==> config.mk <==
export PLATFORM = sky130hd
export DESIGN_NAME = ifetch_unit
export DESIGN_NICKNAME = d
export VERILOG_FILES = /design/src/rtl/cpu_pkg.sv /design/src/rtl/pc_reg.sv /design/src/rtl/ifetch_unit.sv
export SDC_FILE = /design/constraint.sdc
export NUM_CORES = 1
export LEC_CHECK = 0
export ABC_AREA = 1
export ABC_CLOCK_PERIOD_IN_PS = 1400
export BUFFER_PORTS_ARGS = -buffer_cell sky130_fd_sc_hd__buf_4
export CAP_MARGIN = 0
export CORE_MARGIN = 1.5
export CORE_UTILIZATION = 40
export DETAILED_ROUTE_END_ITERATION = 7
export MAX_ROUTING_LAYER = met4
export PLACE_DENSITY = 0.8
export REMOVE_ABC_BUFFERS = 1
export SYNTH_ARGS = -nofsm -noshare
export SYNTH_HDL_FRONTEND = slang
export SYNTH_SLANG_ARGS = --single-unit
==> constraint.sdc <==
create_clock -name clk -period 1.4 [get_ports clk]
set_input_delay 0 -clock clk [delete_from_list [all_inputs] [get_ports clk]]
set_output_delay 0 -clock clk [all_outputs]
set_load 0.005 [all_outputs]
==> src/rtl/cpu_pkg.sv <==
// Shared CPU definitions: opcode map and fetch destination-select state
// encoding. Imported by the fetch stage and by the control unit.
package cpu_pkg;

    typedef enum logic [3:0] {
        OP_NOP    = 4'h0,
        OP_LOAD   = 4'h1,
        OP_LOADIM = 4'h2,
        OP_STORE  = 4'h3,
        OP_ADD    = 4'h4,
        OP_SUB    = 4'h5,
        OP_AND    = 4'h6,
        OP_OR     = 4'h7,
        OP_XOR    = 4'h8,
        OP_NOT    = 4'h9,
        OP_JUMP   = 4'hA,
        OP_JUMPNZ = 4'hB,
        OP_SHL    = 4'hC,
        OP_SHR    = 4'hD,
        OP_CMP    = 4'hE,
        OP_END    = 4'hF
    } opcode_e;

    // Where the next returned memory word is written.
    typedef enum logic {
        SEL_IR  = 1'b0,
        SEL_OPR = 1'b1
    } dst_sel_e;

    // Opcodes whose instruction word is followed by an operand word.
    function automatic logic needs_operand(input logic [3:0] op);
        return (op == OP_LOADIM) || (op == OP_JUMPNZ);
    endfunction

endpackage

==> src/rtl/pc_reg.sv <==
// Program counter register.
//   clk, reset : clock, synchronous active-high reset (pc -> 0)
//   hold       : freeze pc (highest priority after reset)
//   load       : load load_val
//   inc        : pc + 1, wrapping modulo 2^PC_W
//   pc         : current program counter
module pc_reg #(
    parameter int PC_W = 8
) (
    input  logic            clk,
    input  logic            reset,
    input  logic            hold,
    input  logic            load,
    input  logic [PC_W-1:0] load_val,
    input  logic            inc,
    output logic [PC_W-1:0] pc
);

    always_ff @(posedge clk) begin
        if (reset)
            pc <= '0;
        else if (hold)
            pc <= pc;
        else if (load)
            pc <= load_val;
        else if (inc)
            pc <= pc + PC_W'(1);
    end

endmodule

==> src/rtl/ifetch_unit.sv <==
// Instruction fetch stage. Owns the PC, drives a synchronous instruction
// memory (1-cycle read latency) and steers returned words into ir or opr.
//   clk, reset            : clock, synchronous active-high reset
//   imem_read, pc_inc     : fetch / advance strobes from cu
//   jump, alu_zero        : JUMPNZ qualifier and ALU zero flag
//   imem_rdata            : memory read data (cycle after imem_en)
//   imem_en, imem_addr    : memory read enable / address (combinational)
//   pc, ir, opr           : program counter, instruction, operand registers
//   ir_valid, opr_valid   : register contents valid
//   halted                : END opcode latched into ir
module ifetch_unit
    import cpu_pkg::*;
#(
    parameter int BUS_WIDTH  = 16,
    parameter int OPCODE_LEN = 4,
    parameter int PC_W       = 8
) (
    input  logic                 clk,
    input  logic                 reset,
    input  logic                 imem_read,
    input  logic                 pc_inc,
    input  logic                 jump,
    input  logic                 alu_zero,
    input  logic [BUS_WIDTH-1:0] imem_rdata,
    output logic                 imem_en,
    output logic [PC_W-1:0]      imem_addr,
    output logic [PC_W-1:0]      pc,
    output logic [BUS_WIDTH-1:0] ir,
    output logic [BUS_WIDTH-1:0] opr,
    output logic                 ir_valid,
    output logic                 opr_valid,
    output logic                 halted
);

    dst_sel_e                state, state_nxt;
    dst_sel_e                rd_dst;
    logic                    rd_pend;
    logic                    wr_ir, wr_opr;
    logic [OPCODE_LEN-1:0]   land_op;

    assign imem_en   = imem_read & ~halted;
    assign imem_addr = pc;
    assign land_op   = imem_rdata[BUS_WIDTH-1 -: OPCODE_LEN];

    // A taken JUMPNZ loads the operand; halted freezes the PC entirely.
    pc_reg #(.PC_W(PC_W)) u_pc (
        .clk      (clk),
        .reset    (reset),
        .hold     (halted),
        .load     (pc_inc & jump & ~alu_zero),
        .load_val (opr[PC_W-1:0]),
        .inc      (pc_inc),
        .pc       (pc)
    );

    // Destination FSM: state register
    always_ff @(posedge clk) begin
        if (reset)
            state <= SEL_IR;
        else
            state <= state_nxt;
    end

    // Next state follows the landed word. The destination is the one captured
    // at issue time, so back-to-back reads keep their original routing.
    always_comb begin
        state_nxt = state;
        if (rd_pend) begin
            if (rd_dst == SEL_IR)
                state_nxt = needs_operand(land_op) ? SEL_OPR : SEL_IR;
            else
                state_nxt = SEL_IR;
        end
    end

    // Write strobes for the landing word
    always_comb begin
        wr_ir  = rd_pend && (rd_dst == SEL_IR);
        wr_opr = rd_pend && (rd_dst == SEL_OPR);
    end

    // Read tracking and destination registers. Reset drops an in-flight read.
    always_ff @(posedge clk) begin
        if (reset) begin
            rd_pend   <= 1'b0;
            rd_dst    <= SEL_IR;
            ir        <= '0;
            opr       <= '0;
            ir_valid  <= 1'b0;
            opr_valid <= 1'b0;
            halted    <= 1'b0;
        end else begin
            rd_pend <= imem_en;
            rd_dst  <= state;
            if (wr_ir) begin
                ir        <= imem_rdata;
                ir_valid  <= 1'b1;
                opr_valid <= 1'b0;
                if (land_op == OP_END)
                    halted <= 1'b1;
            end
            if (wr_opr) begin
                opr       <= imem_rdata;
                opr_valid <= 1'b1;
            end
        end
    end

endmodule

* Yosys cells after proc, flatten, opt, wreduce, memory -nomap -nowiden
Index checks and enable logic that the tools add are counted.
** Operators by class
- Add/subtract/negate cells :: 1
- Equal/unequal tests :: 3
- Mux-type cells :: 6
- Bitwise gates (word level) :: 6
- Reduce and logical (&&, ||, !) cells :: 7
** Operators with widths (number)
- 2-to-1 mux 8 bit :: 2
- adder 8 x 1 -> 8 bit (second input constant) :: 1
- == test 4 bit (second input constant) :: 2
- == test 4 x 2 -> 1 bit (second input constant) :: 1
- 2-to-1 mux 1 bit :: 4
- AND reduction 2 bit :: 2
- nonzero test 2 bit :: 2
- AND 1 bit :: 3
- inverter 1 bit :: 3
- logical AND 1 bit :: 2
- logical OR 1 bit :: 1
** Word-level totals
- Register bits after elaboration :: 46
- Bits of input ports :: 22
- Output and inout port bits :: 52
- Word-level logic and storage cells :: 32

* Depth between registers and ports, before layout
- Depth in word-level cells :: 4
- Gate-level depth with buffers :: 8

* Hierarchy
Synthesis repeated with hierarchy kept, for this count alone.
** Unflattened totals
- Cell total of the unflattened synthesis :: 264
- Area, all modules :: 1981.9 µm²
** By module, submodules not included
- ifetch_unit :: instances 1, cells an instance 183, area each 1453.9 µm², seq. area each 760.7 µm²
- pc_reg :: instances 1, cells an instance 81, area each 528.0 µm², seq. area each 160.2 µm²

* Least setup slack after synthesis
OpenSTA, ideal clock, no wires.
- Kind :: reg2reg
- Start :: reg u_pc.pc[1]
- End :: reg u_pc.pc[6]
- Library setup time :: 0.118 ns
- Arrival time :: 0.984 ns
- Required time :: 1.282 ns
- Setup slack :: 0.298 ns
- Stages on the path, launching flop included :: 7
- Cell sequence :: dfxtp_1 ha_1 nand2_1 o21ai_0 nand3_1 nand2_1 a21oi_1
** Between the ends
- Cells in the longest elaborated chain, start to end :: 3
** Ends and longest elaborated chain
- start: declaration :: RTL line pc_reg.sv:16 : output logic [PC_W-1:0] pc
- start signal: assignment :: RTL line pc_reg.sv:23 : pc <= pc;
- start signal: assignment :: RTL line pc_reg.sv:25 : pc <= load_val;
- start signal: assignment :: RTL line pc_reg.sv:27 : pc <= pc + PC_W'(1);
- adder 8 x 1 -> 8 bit :: RTL line pc_reg.sv:27
- 2-to-1 mux 8 bit :: RTL line pc_reg.sv:26 : else if (inc)
- 2-to-1 mux 8 bit :: RTL line pc_reg.sv:24 : else if (load)
No other way between the ends. The select of a mux whose other input is x is not followed.
A chain may end at the register's enable or synchronous reset.

==> results.toml <==
[placed_design]
dp.cells = 370
dp.final_hpwl_um = 3399
numPortBuffers = 73
place_congestion = 0.9024

[pwr]
cell_internal_pwr_mw = 1.954
p_clk_share_pct = 31.9
power.density_nw_per_um2 = 948.0
switchingPower_mw = 0.6220
irDropWorstVdd_uv = 693.3
p_total_mw = 2.576
power.switching_fraction_pct = 24.14
seq_power_share_pct = 54.2
power.combinational.fraction_pct = 13.9
power_leakage_nw = 1.290

[flow_run]
drv.max_cap_violation_count = 0

[routing]
antenna_left = 0
drt_first_iter_violations = 123
post-route-drc-count = 0
detail_route.first_pass.iterations = 6
detail_route.wirelength_um = 4777
dr_total_vias = 1920
drt-wirelength-per-cell_um = 12.06
viasPerCell = 4.848

[status]
status = "completed"

[clocking]
clock_tree.buffer_depth = 2
clock_latency_at_the_later_pin_of_the_worst_skew_pair_ps = 290
cts-buffers-inserted = 5
path_clk_slew_ps = 80
tritoncts = "yes"
clock_tree.root_cell = "sky130_fd_sc_hd__clkbuf_8"
postCtsSetupRepairBufs = 0
cts.sink_count = 46
cts_max_level = 2

[timing]
timing.fmax_mhz = 819.8
hold_violations = 0
tns_ps = 0
timing_worst_slew_pin_value_ps = 460.4
slew_headroom_pct = 69.27
post-route-min-period_ps = 1220
period_share_pct = 87.13
setup_violations = 0
fin_worst_skew_ps = 5.281
rsz0062_at_grt = "false"
final_max_slew_viol_count = 0
final.hold.worst_slack_ps = 67.96

[finish]
n_antenna_cell = 0
post_route_cells_drive_above_1_share_pct = 27.91
most_used_cells_in_the_layout_excluding_fill_and_tap_cells = "sky130_fd_sc_hd__buf_4, sky130_fd_sc_hd__nor2_1, sky130_fd_sc_hd__dfxtp_1"
nets = 366
finish.cell_count_without_fillers = 396
area_growth_pct = 43.27
post-route-util_pct = 61.15
mostFrequentLayoutCell = "sky130_fd_sc_hd__buf_4"
n_fill_cell = 419

[logic_synthesis]
dominantRegCellSynth = "sky130_fd_sc_hd__dfxtp_1"
ys_ff_latch = 46
number_of_synthesis_warnings = 0
synthArstFlopShare_pct = 0
post_synth_inst_count = 256
number_of_enable_flip_flop_cells_after_synthesis = 0
synth_seq_area_share_pct = 48.55
yosysUniqueCellTypes = 21
post_synth_instance_area_sq_um = 1897
synthesis.area_per_instance_sq_um = 7.409

[grt]
grt_pass1_vias = 1741
grt_start_max_net_pins = 18
grt_usage_pct = 19.99
number_of_antenna_violations_at_the_first_check_in_global_routing = 0
global_route.overflow_total = 0
grt_pass1_wl_um = 7962

[setup_path]
cp.arrival_ps = 1450
worstSetupPathType = "input port to flop"
worstRegToRegCells = 7
endpoint_kind = "flop"
cp_slowest_stage_delay_ps = 540
critical_path.cell_chain = "dlygate4sd3_1 -> buf_4 -> inv_1 -> buf_4 -> o21ai_0 -> a21oi_1"
worstSetupStartpointType = "input port"
worst_path_max_delay_cell = "sky130_fd_sc_hd__dlygate4sd3_1"
timing.critical_path.fanout_max = 17
crit_required_ps = 1630
critical_path.most_common_cell = "sky130_fd_sc_hd__buf_4"

[die]
die_y_um = 71.86
design.portCount = 74
core_region_area_sq_um = 4444
placementRows = 24
fp.dieArea_sq_um = 5164
die_x_um = 71.86
initial_utilization_pct = 42.68

[worst_hold_path]
timing.hold.worst.class = "input port to flop"
cells_on_worst_hold_path = 5
==> timing repair <==
action / in CTS / in global routing
endpoints found under the setup margin: 0 / 1
hold endpoints to repair: 37 / 0
gates resized for setup: 0 / 2
hold buffers: 18 / 0
==> worst paths after layout <==
check / from / to / slack [ps]
hold reg to reg: state / rd_dst / 430
setup reg to reg: u_pc.pc[0] / u_pc.pc[4] / 200
hold / removal: alu_zero / u_pc.pc[4] / 70
setup / recovery: reset / u_pc.pc[1] / 180
==> logic make-up after synthesis <==
family / after synthesis / share of synthesized area, %
AO/OA/AOI/OAI: 65 / 17.74
adder cells (fa/ha/maj): 1 / 0.6595
flip-flops: 46 / 48.55
AND/OR/NAND/NOR: 102 / 21.90
buffers and inverters: 42 / 11.15
==> worst max-delay path: cells and delay by family <==
kind / cells / cell delay, ps
AOI/OAI and AO/OA: 2 / 220
buffers and inverters: 4 / 1220
==> metal layers <==
layer	vias up	routed length [um]	global-route usage [%]
li1	991	-	-
met1	852	1998	23.77
met2	69	2412	33.54
met3	8	295	4.923
met4	0	70	5.870
met5	-	0	-
==> cell usage after synthesis (2+ instances only) <==
cell / n / area [sq um]
sky130_fd_sc_hd__nand2_1: 22 / 82.58
sky130_fd_sc_hd__a21oi_1: 15 / 75.07
sky130_fd_sc_hd__nor2_1: 66 / 247.7
sky130_fd_sc_hd__dfxtp_1: 46 / 920.9
sky130_fd_sc_hd__buf_4: 12 / 90.09
sky130_fd_sc_hd__buf_2: 5 / 25.02
sky130_fd_sc_hd__o22ai_1: 2 / 12.51
sky130_fd_sc_hd__inv_1: 22 / 82.58
sky130_fd_sc_hd__nor2_4: 2 / 22.52
sky130_fd_sc_hd__o21a_1: 2 / 15.01
sky130_fd_sc_hd__o21ai_0: 43 / 215.2
sky130_fd_sc_hd__nand3_1: 7 / 35.03
sky130_fd_sc_hd__nor3_1: 3 / 15.01
sky130_fd_sc_hd__o21ai_1: 2 / 10.01
==> area by class of cell <==
type	count	area (sq um)	share of cell area [%]
multi-input cells	168	764.5	28.13
flip-flops and latches	46	923.4	33.98
repair buffers	98	780.7	28.73
inverters	24	92.59	3.407
clock inverters	1	5.005	0.1842
well taps	52	65.06	2.394
clock buffers	7	86.33	3.177
==> power by group through the flow <==
stage	logic, mW	registers [mW]	clock network [mW]
floorplan	0.122	1.43	0
global placement	0.314	1.42	0
detailed placement	0.319	1.42	0
CTS	0.359	1.39	0.851
global route	0.401	1.40	0.892
finish	0.358	1.40	0.822
==> stage by stage <==
step | instance area (sq um) | setup slack, ps
2_1_floorplan | 1778 | 107.7
3_3_place_gp | 2444 | 210.5
3_5_place_dp | 2444 | 189.5
4_1_cts | 2715 | 175.6
5_1_grt | 2718 | 58.70
6_report | 2718 | 180.2
(Power assumes the default switching activity.)
